--- src/rtl/seg_pkg.sv ---
// Shared constants and types for the 7-segment read-back path.
// Contents: active-low segment patterns {g,f,e,d,c,b,a} for hex 0..F,
// the blank pattern, and the scanner FSM state type.
package seg_pkg;

    localparam logic [6:0] SEG_0     = 7'h40;
    localparam logic [6:0] SEG_1     = 7'h79;
    localparam logic [6:0] SEG_2     = 7'h24;
    localparam logic [6:0] SEG_3     = 7'h30;
    localparam logic [6:0] SEG_4     = 7'h19;
    localparam logic [6:0] SEG_5     = 7'h12;
    localparam logic [6:0] SEG_6     = 7'h02;
    localparam logic [6:0] SEG_7     = 7'h78;
    localparam logic [6:0] SEG_8     = 7'h00;
    localparam logic [6:0] SEG_9     = 7'h10;
    localparam logic [6:0] SEG_A     = 7'h08;
    localparam logic [6:0] SEG_B     = 7'h03;
    localparam logic [6:0] SEG_C     = 7'h46;
    localparam logic [6:0] SEG_D     = 7'h21;
    localparam logic [6:0] SEG_E     = 7'h06;
    localparam logic [6:0] SEG_F     = 7'h0E;
    localparam logic [6:0] SEG_BLANK = 7'h7F;

    typedef enum logic [1:0] {
        IDLE  = 2'd0,
        TRACK = 2'd1,
        HELD  = 2'd2
    } scanState_t;

endpackage

--- src/rtl/seg2hex_dec.sv ---
// Combinational 7-segment pattern decoder.
// Ports:
//   seg_data [6:0] in  : active-low segment pattern {g,f,e,d,c,b,a}
//   hex      [3:0] out : decoded value (0 unless is_hex)
//   is_hex         out : pattern is one of the 16 hex glyphs
//   is_blank       out : pattern is all segments dark
module seg2hex_dec
    import seg_pkg::*;
(
    input  logic [6:0] seg_data,
    output logic [3:0] hex,
    output logic       is_hex,
    output logic       is_blank
);

    // Pattern lookup; anything outside the table is neither hex nor blank.
    always_comb begin
        hex      = 4'h0;
        is_hex   = 1'b1;
        is_blank = 1'b0;
        case (seg_data)
            SEG_0:     hex = 4'h0;
            SEG_1:     hex = 4'h1;
            SEG_2:     hex = 4'h2;
            SEG_3:     hex = 4'h3;
            SEG_4:     hex = 4'h4;
            SEG_5:     hex = 4'h5;
            SEG_6:     hex = 4'h6;
            SEG_7:     hex = 4'h7;
            SEG_8:     hex = 4'h8;
            SEG_9:     hex = 4'h9;
            SEG_A:     hex = 4'hA;
            SEG_B:     hex = 4'hB;
            SEG_C:     hex = 4'hC;
            SEG_D:     hex = 4'hD;
            SEG_E:     hex = 4'hE;
            SEG_F:     hex = 4'hF;
            SEG_BLANK: begin
                is_hex   = 1'b0;
                is_blank = 1'b1;
            end
            default:   is_hex = 1'b0;
        endcase
    end

endmodule

--- src/rtl/seg2hex_scan.sv ---
// Multiplexed 7-segment bus scanner: samples the active-low segment bus and
// one-hot digit select, waits for STABLE_CYC identical samples, then commits
// the decoded value into that digit's slot.
// Ports:
//   clk, rst_n                 : clock, async active-low reset
//   seg_data  [6:0]            : segment bus {g,f,e,d,c,b,a}, active-low
//   dig_sel   [DIGITS-1:0]     : one-hot digit select
//   hex_data  [4*DIGITS-1:0]   : decoded slot values, slot k at [4k+3:4k]
//   dig_valid [DIGITS-1:0]     : slot holds a valid hex value
//   upd                        : one-cycle pulse per hex/blank commit
//   err                        : one-cycle pulse per undecodable commit
//   err_cnt   [7:0]            : saturating err pulse count (only when
//                                SEG2HEX_ERR_CNT_EN is defined)
module seg2hex_scan
    import seg_pkg::*;
#(
    parameter int unsigned DIGITS     = 4,
    parameter int unsigned STABLE_CYC = 3
) (
    input  logic                  clk,
    input  logic                  rst_n,
    input  logic [6:0]            seg_data,
    input  logic [DIGITS-1:0]     dig_sel,
    output logic [4*DIGITS-1:0]   hex_data,
    output logic [DIGITS-1:0]     dig_valid,
    output logic                  upd,
    output logic                  err
`ifdef SEG2HEX_ERR_CNT_EN
    ,
    output logic [7:0]            err_cnt
`endif
);

    localparam int unsigned CNT_W = $clog2(STABLE_CYC + 1);
    localparam logic [CNT_W-1:0] CNT_MAX = CNT_W'(STABLE_CYC);

    scanState_t        state, stateNext;
    logic [DIGITS-1:0] prevSel;
    logic [6:0]        prevSeg;
    logic [CNT_W-1:0]  stabCnt, stabCntNext, stabInc;
    logic              commit;
    logic              sameSample;
    logic [3:0]        decHex;
    logic              decIsHex, decIsBlank;

    seg2hex_dec uDec (
        .seg_data (seg_data),
        .hex      (decHex),
        .is_hex   (decIsHex),
        .is_blank (decIsBlank)
    );

    assign sameSample = (dig_sel == prevSel) && (seg_data == prevSeg);
    assign stabInc    = (stabCnt < CNT_MAX) ? stabCnt + CNT_W'(1) : stabCnt;

    // State, stability counter and last-sample registers.
    always_ff @(posedge clk or negedge rst_n) begin
        if (!rst_n) begin
            state   <= IDLE;
            stabCnt <= '0;
            prevSel <= '0;
            prevSeg <= '0;
        end else begin
            state   <= stateNext;
            stabCnt <= stabCntNext;
            prevSel <= dig_sel;
            prevSeg <= seg_data;
        end
    end

    // Next state and commit decision; a new run always restarts at count 1.
    always_comb begin
        stateNext   = state;
        stabCntNext = stabCnt;
        commit      = 1'b0;
        if (!$onehot(dig_sel)) begin
            stateNext   = IDLE;
            stabCntNext = '0;
        end else if (state == IDLE || !sameSample) begin
            stabCntNext = CNT_W'(1);
            if (STABLE_CYC == 1) begin
                commit    = 1'b1;
                stateNext = HELD;
            end else begin
                stateNext = TRACK;
            end
        end else if (state == TRACK) begin
            stabCntNext = stabInc;
            if (stabInc == CNT_MAX) begin
                commit    = 1'b1;
                stateNext = HELD;
            end
        end
    end

    // Slot registers and result pulses; only the selected slot is touched.
    always_ff @(posedge clk or negedge rst_n) begin
        if (!rst_n) begin
            hex_data  <= '0;
            dig_valid <= '0;
            upd       <= 1'b0;
            err       <= 1'b0;
        end else begin
            upd <= 1'b0;
            err <= 1'b0;
            if (commit) begin
                if (decIsHex || decIsBlank) begin
                    upd <= 1'b1;
                end else begin
                    err <= 1'b1;
                end
                for (int k = 0; k < DIGITS; k++) begin
                    if (dig_sel[k]) begin
                        if (decIsHex) begin
                            hex_data[4*k +: 4] <= decHex;
                            dig_valid[k]       <= 1'b1;
                        end else if (decIsBlank) begin
                            hex_data[4*k +: 4] <= 4'h0;
                            dig_valid[k]       <= 1'b0;
                        end else begin
                            dig_valid[k]       <= 1'b0;
                        end
                    end
                end
            end
        end
    end

`ifdef SEG2HEX_ERR_CNT_EN
    // Saturating count of decode errors.
    always_ff @(posedge clk or negedge rst_n) begin
        if (!rst_n) begin
            err_cnt <= 8'd0;
        end else if (err && err_cnt != 8'hFF) begin
            err_cnt <= err_cnt + 8'd1;
        end
    end
`endif

endmodule

--- config.mk ---
export PLATFORM = sky130hd
export DESIGN_NAME = seg2hex_scan
export DESIGN_NICKNAME = d
export VERILOG_FILES = /design/src/rtl/seg_pkg.sv /design/src/rtl/seg2hex_dec.sv /design/src/rtl/seg2hex_scan.sv
export SDC_FILE = /design/constraint.sdc
export NUM_CORES = 1
export LEC_CHECK = 0
export BUFFER_PORTS_ARGS = -buffer_cell sky130_fd_sc_hd__buf_4
export CORE_UTILIZATION = 51
export DETAILED_ROUTE_END_ITERATION = 10
export PLACE_DENSITY = 0.75
export SYNTH_ARGS = -nofsm -noshare
export SYNTH_HDL_FRONTEND = slang
export SYNTH_HIERARCHICAL = 1
export SYNTH_SLANG_ARGS = --single-unit
--- constraint.sdc ---
create_clock -name clk -period 2.3 [get_ports clk]
set_input_delay 0.23 -clock clk [delete_from_list [all_inputs] [get_ports clk]]
set_output_delay 0.23 -clock clk [all_outputs]
set_load 0.005 [all_outputs]
==> results.cfg, run 1 <==
[worst_hold_path]
holdCritPathClass = input port to flip-flop
worstHoldStart = dig_sel[2]

[detailed_routing]
finalWirelength_mm = 5.76
vias = 1835
post_drt_wl_per_cell_um = 18.9
drc = 0
ant_nets = 0
firstDrtPassIters = 4
viasPerCell = 6.04
dr.first_iter.drc_count = 118

[sta]
fin_skew_ns = 0.00685
min_period_ns = 2.33
slew_viol_final = 0
slew_headroom = 0.668
rsz0062_at_grt = yes
worst_pin_slew_ns = 0.490
hold_violations = 0
fin_ws_ns = -0.0251
fmax_ghz = 0.430
setup_viol = 11
period_share = 1.01
tns_ns = -0.191

[yosys]
synthAdderAreaFrac = 0.0217
yosysMostFrequentCell = dfrtp_1
synth_compound_area_frac = 0.0755
syn-cell-area_um2 = 2070
synth.mux.area_fraction = 0.109
ys_ff_latch = 37
synth.distinct_cells = 46
yosys.area.top_type = dfrtp_1
yosys-top-cells-area = dfrtp_1, mux2_2, xor2_1
synth_top_family_by_area = simple AND/OR/NAND/NOR gates
yosysWarnings = 6
synth_top_area_frac = 0.447
synth.avg_cell_area_um2 = 10.9
yosysSeqAreaShare = 0.447
synth-simple-area-share = 0.255
synth-edff-count = 0
netlist_instances = 190
synth_nets = 206
async_flop_share = 1.00
synth.top_cells.by_count = dfrtp_1, mux2_2, nor2_1, xor2_1, nand3_1
synth_xor_area_frac = 0.0507
synth_ff_type = dfrtp_1

[worst_setup_path]
reg2reg_slack_ns = 0.10
crit_fanout = 4
reg2reg_to = hex_data[6]
reg2reg_from = prevSel[3]
end_kind = flip-flop
worstPathRequired_ns = 2.48
reg2reg_depth = 6
crit_path_start = dig_sel[3]
timing.critical_path.to = hex_data[3]
start_kind = input port
criticalPathCategory = input port to flip-flop
cp_data_arrival_time_ns = 2.50

[global_routing]
grt_pass1_vias = 1945
met1_usage = 0.336
track_usage = 0.294
antenna_found_initial = 0
overflow = 0
met2_usage = 0.522
grt_pass1_wl_mm = 9.34
gr-usage-met3 = 0.0556
top_usage_layer = met2
grt_max_degree = 38

[die]
io_pins = 35
rows = 22
dieArea_um2 = 4320
coreArea_um2 = 3770
start_util = 0.549
die_h_um = 65.7
die_w_um = 65.7

[cts]
cts_tree = yes
numCtsBuffers = 5
clkTransAtPathRegs_ns = 0.08
cts_root_buffer = clkbuf_8
clock_latency_ns = 0.29
cts_sinks = 37
clock_path_buffers = 2
htreeDepth = 2

[cells_and_area]
fin_nets = 271
syn_to_final_growth_pct = 40.3
antenna_cells = 0
drive_gt1_frac = 0.457
finish.instance_area_um2 = 2910
fillCellCount = 231

[run]
maxCapViolations = 0

[outcome]
violations = negative setup slack
status = finished, violations left

[power]
peakVddDrop_uv = 281
power.density_nw_per_um2 = 556
power.leakage_nw = 1.37

[placed_design]
gp_congestion = 1.05
place_hpwl_mm = 3.89
io_buffer_count = 34
dpl_worst_slack_ns = -0.421
place_area_um2 = 2610
[how the worst min path moves through the flow]
stage | cells past startpoint | endpoint
after floorplan | 0 | dig_valid[0]
after global placement | 1 | stabCnt[0]
after detailed placement | 1 | prevSel[0]
after CTS | 1 | prevSel[2]
after global routing | 1 | prevSel[2]
final | 1 | prevSel[2]
[routing by layer]
| layer | vias up | routed length (µm) | share of wire |
|---|---|---|---|
| li1 | 824 | - | - |
| met1 | 926 | 2250 | 0.39 |
| met2 | 69 | 3110 | 0.54 |
| met3 | 16 | 208 | 0.036 |
| met4 | 0 | 195 | 0.034 |
| met5 | - | 0 | 0 |
[sequential cells by signal, summed over array words and instances (netlist names)]
| signal | count |
|---|---|
| prevSeg | 7 |
| hex_data | 16 |
| stabCnt | 2 |
| prevSel | 4 |
| dig_valid | 4 |
| err | 1 |
| upd | 1 |
| state | 2 |
[power breakdown]
| group | internal, mW | switching [mW] |
|---|---|---|
| clock network | 0.431 | 0.238 |
| registers | 0.666 | 0.0123 |
| logic | 0.120 | 0.149 |
[stage by stage]
| step | std cells | power [mW] | hold slack, ns | util |
|---|---|---|---|---|
| 6_report | 304 | 1.62 | 0.112 | 0.771 |
| 3_5_place_dp | 290 | 0.932 | 0.217 | 0.693 |
| 5_1_grt | 304 | 1.67 | 0.102 | 0.771 |
| 4_1_cts | 304 | 1.61 | 0.104 | 0.761 |
| 2_1_floorplan | 190 | 0.819 | -0.0656 | - |
| 3_3_place_gp | 290 | 0.914 | 0.202 | 0.693 |
[area by class of cell]
type,instances,area [µm²],area share
multi-input cells,134,1190,0.411
flip-flops and latches,37,926,0.319
repair buffers,70,556,0.191
clock buffers,5,68.8,0.0237
clock inverters,3,65.1,0.0224
well taps,48,60.1,0.0207
inverters,7,36.3,0.0125
[repair_timing]
| item | 4_1_cts | 5_1_grt |
|---|---|---|
| pin swaps | 7 | 4 |
| buffers inserted | 5 | 0 |
| hold endpoints to repair | 37 | 0 |
| resized for setup | 20 | 8 |
| hold buffers | 1 | 0 |
| setup endpoints to repair | 18 | 21 |
[cell usage in the layout (no fill, tap or decap), drive strengths merged, types with 2 or more instances in the layout]
| cell type | n |
|---|---|
| buf | 69 |
| dfrtp | 37 |
| mux2 | 20 |
| nor4 | 13 |
| xor2 | 11 |
| nor2 | 11 |
| nand3 | 10 |
| inv | 7 |
| nor2b | 5 |
| o21ai | 5 |
| a21oi | 5 |
| clkbuf | 5 |
| and2 | 5 |
| nor3 | 4 |
| nand4b | 4 |
| nand2 | 4 |
| or4 | 3 |
| nand2b | 3 |
| nand4 | 3 |
| nor3b | 3 |
| and3b | 2 |
| a31oi | 2 |
| ha | 2 |
| bufinv | 2 |
| a22oi | 2 |
| nor4b | 2 |
[critical path: stages]
cell      delay [ns]
buf_8           0.08
inv_4           0.03
fa_1            0.55
inv_2           0.05
ha_4            0.16
ha_4            0.24
nor3b_4         0.20
buf_6           0.14
nand4b_1        0.14
nor4_4          0.18
buf_4           0.19
mux2_4          0.31
[logic make-up after synthesis]
| group | after synthesis |
|---|---|
| flops | 37 |
| mux | 20 |
| xor+xnor | 12 |
| compound gates | 22 |
| buf+inv | 19 |
| fa+ha+maj | 3 |
| simple gates | 77 |
Note: power is estimated with default switching activity, not from simulation.
==> run 2: changes to the inputs <==
- CAP_MARGIN: default -> 20
- PLACE_DENSITY: 0.75 -> 0.76
- SYNTH_HIERARCHICAL: 1 -> default
==> run 2 against run 1 <==
Compared with the run above: the flow now finishes without violations; final cell count shrank 15%; clock power decreased by 16%; clock skew grew 0.0043 ns; critical path type unchanged; largest cell class unchanged; largest power group unchanged.
==> results.cfg, run 2 <==
[sta]
rsz0062_at_grt = yes
fmax_ghz = 0.443
slew_viol_final = 0
min_period_ns = 2.26
hold_violations = 0
worst_pin_slew_ns = 0.514
slew_headroom = 0.654
setup_viol = 0
fin_skew_ns = 0.0112
period_share = 0.982

[yosys]
synth_top_family_by_area = simple AND/OR/NAND/NOR gates
synth-simple-area-share = 0.176
synth_ff_type = dfrtp_1
synth-edff-count = 0
yosys.area.top_type = dfrtp_1
synth.top_cells.by_count = dfrtp_1, mux2_2, xnor2_1
yosysSeqAreaShare = 0.480
synthAdderAreaFrac = 0.0233
synth_compound_area_frac = 0.106
yosysWarnings = 0
synth.mux.area_fraction = 0.122
yosysMostFrequentCell = dfrtp_1
async_flop_share = 1.00
ys_ff_latch = 37
synth_xor_area_frac = 0.0499
synth_nets = 186
yosys-top-cells-area = dfrtp_1, mux2_2, xnor2_1
syn-cell-area_um2 = 1930
netlist_instances = 170
synth_top_area_frac = 0.480
synth.distinct_cells = 42
synth.avg_cell_area_um2 = 11.4

[worst_setup_path]
end_kind = flip-flop
timing.critical_path.to = hex_data[3]
cp_slowest_stage_delay_ns = 0.53
worstPathRequired_ns = 2.47
start_kind = input port
crit_fanout = 5
reg2reg_to = hex_data[3]
criticalPathCategory = input port to flip-flop
reg2reg_from = prevSel[1]
cp_data_arrival_time_ns = 2.43
cp_slowest_cell = fa_1
reg2reg_slack_ns = 0.48
crit_chain = buf_8 > inv_8 > fa_1 > inv_1 > ha_2 > ha_4 > nor3b_4 > nand3_2 > nor4_4 > buf_6 > o211ai_4 > mux2_4
reg2reg_depth = 6
crit_path_start = dig_sel[3]

[cts]
clkTransAtPathRegs_ns = 0.08
cts_tree = yes
numCtsBuffers = 5
cts_sinks = 37
cts_root_buffer = clkbuf_8
htreeDepth = 2
clock_path_buffers = 2
clock_latency_ns = 0.29

[global_routing]
grt_pass1_wl_mm = 7.42
track_usage = 0.241
top_usage_layer = met2
grt_pass1_vias = 1541
overflow = 0
gr-usage-met3 = 0.0543
met1_usage = 0.307
grt_max_degree = 38
met2_usage = 0.390
antenna_found_initial = 0

[power]
peakVddDrop_uv = 385
power.density_nw_per_um2 = 582
power.leakage_nw = 1.16

[cells_and_area]
mostFrequentLayoutCells = buf_4, dfrtp_1, mux2_2
drive_gt1_frac = 0.394
largest_reg_flops = 16
syn_to_final_growth_pct = 28.6
top_regs = hex_data x16, prevSeg x7
fillCellCount = 250
fin_util = 0.716
regArea_um2 = 926
final_common_cell = buf_4
regMostFlops = hex_data
instances_no_fill = 259
multiInputGateArea_um2 = 991
antenna_cells = 0
fin_nets = 228

[detailed_routing]
drc = 0
vias = 1491
finalWirelength_mm = 4.48
post_drt_wl_per_cell_um = 17.3
viasPerCell = 5.76
dr.first_iter.drc_count = 63
firstDrtPassIters = 4
ant_nets = 0

[die]
io_pins = 35
start_util = 0.557
rows = 21
die_h_um = 63.5
die_w_um = 63.5
coreArea_um2 = 3470
dieArea_um2 = 4040

[placed_design]
placedCellCount = 248
io_buffer_count = 34
place_hpwl_mm = 3.06
gp_congestion = 0.783

[worst_hold_path]
holdCritPathClass = input port to flip-flop

[run]
maxCapViolations = 0

[outcome]
status = finished clean
## run 2: cell count changes after synthesis, sizes merged, moves of 5 or more
cell,previous run,this run
xor2,11,0
nor4,13,2
and2,5,0
nand2,4,9
nand3,10,4
xnor2,1,11
## run 2: stage by stage
step	TNS (ns)	area [µm²]	hold slack [ns]	total power [mW]	setup WS (ns)
after floorplan	-5.66	1960	-0.0656	0.799	-0.342
after global placement	-7.63	2280	0.200	0.856	-0.441
after detailed placement	-9.09	2280	0.210	0.866	-0.515
after CTS	0	2460	0.126	1.44	0.0124
after global routing	-0.213	2480	0.134	1.50	-0.0290
final	0	2480	0.148	1.44	0.0422
## run 2: metal layers
layer / vias up / share of wire
met5: - / 0
met4: 0 / 0.023
met3: 12 / 0.048
met2: 61 / 0.51
met1: 719 / 0.42
li1: 699 / -
## run 2: repair_timing
item | 4_1_cts | 5_1_grt
hold buffers | 1 | 0
gates resized for setup | 9 | 4
pin swaps | 4 | 2
endpoints found under the hold margin | 37 | 0
endpoints found under the setup margin | 20 | 20
buffers inserted | 1 | 1
## run 2: worst min-delay path by stage
stage                           from            to  slack [ns]  depth (start not counted)
final                     dig_sel[2]    prevSel[2]        0.15                          1
after global routing      dig_sel[2]    prevSel[2]        0.13                          1
after CTS                 dig_sel[2]    prevSel[2]        0.13                          1
after detailed placement       rst_n    prevSel[2]        0.21                          1
after global placement         rst_n    prevSeg[6]        0.20                          1
after floorplan                rst_n  dig_valid[0]       -0.07                          0
## run 2: cells by family after synthesis
logic type,count (synthesis)
AND/OR/NAND/NOR,53
flip-flops,37
AO/OA/AOI/OAI,27
multiplexers,21
buffers and inverters,18
XOR/XNOR,11
adder cells (fa/ha/maj),3
## run 2: power breakdown
part | leakage (nW) | internal [mW] | total, mW | switching (mW)
Clock | 0.0543 | 0.324 | 0.564 | 0.239
Combinational | 0.617 | 0.0901 | 0.203 | 0.113
Sequential | 0.490 | 0.666 | 0.677 | 0.0104
## run 2: cell type report
class | instances | area share
Tap cell | 46 | 0.0232
Timing Repair Buffer | 45 | 0.143
Sequential cell | 37 | 0.373
Multi-Input combinational cell | 115 | 0.399
Inverter | 8 | 0.0151
Clock inverter | 3 | 0.0186
Clock buffer | 5 | 0.0277
## run 2: critical path, delay by kind of cell
kind            cells  cell delay [ns]
fa+ha+maj           3             0.94
simple gates        3             0.47
buf+inv             4             0.34
mux                 1             0.32
compound gates      1             0.12
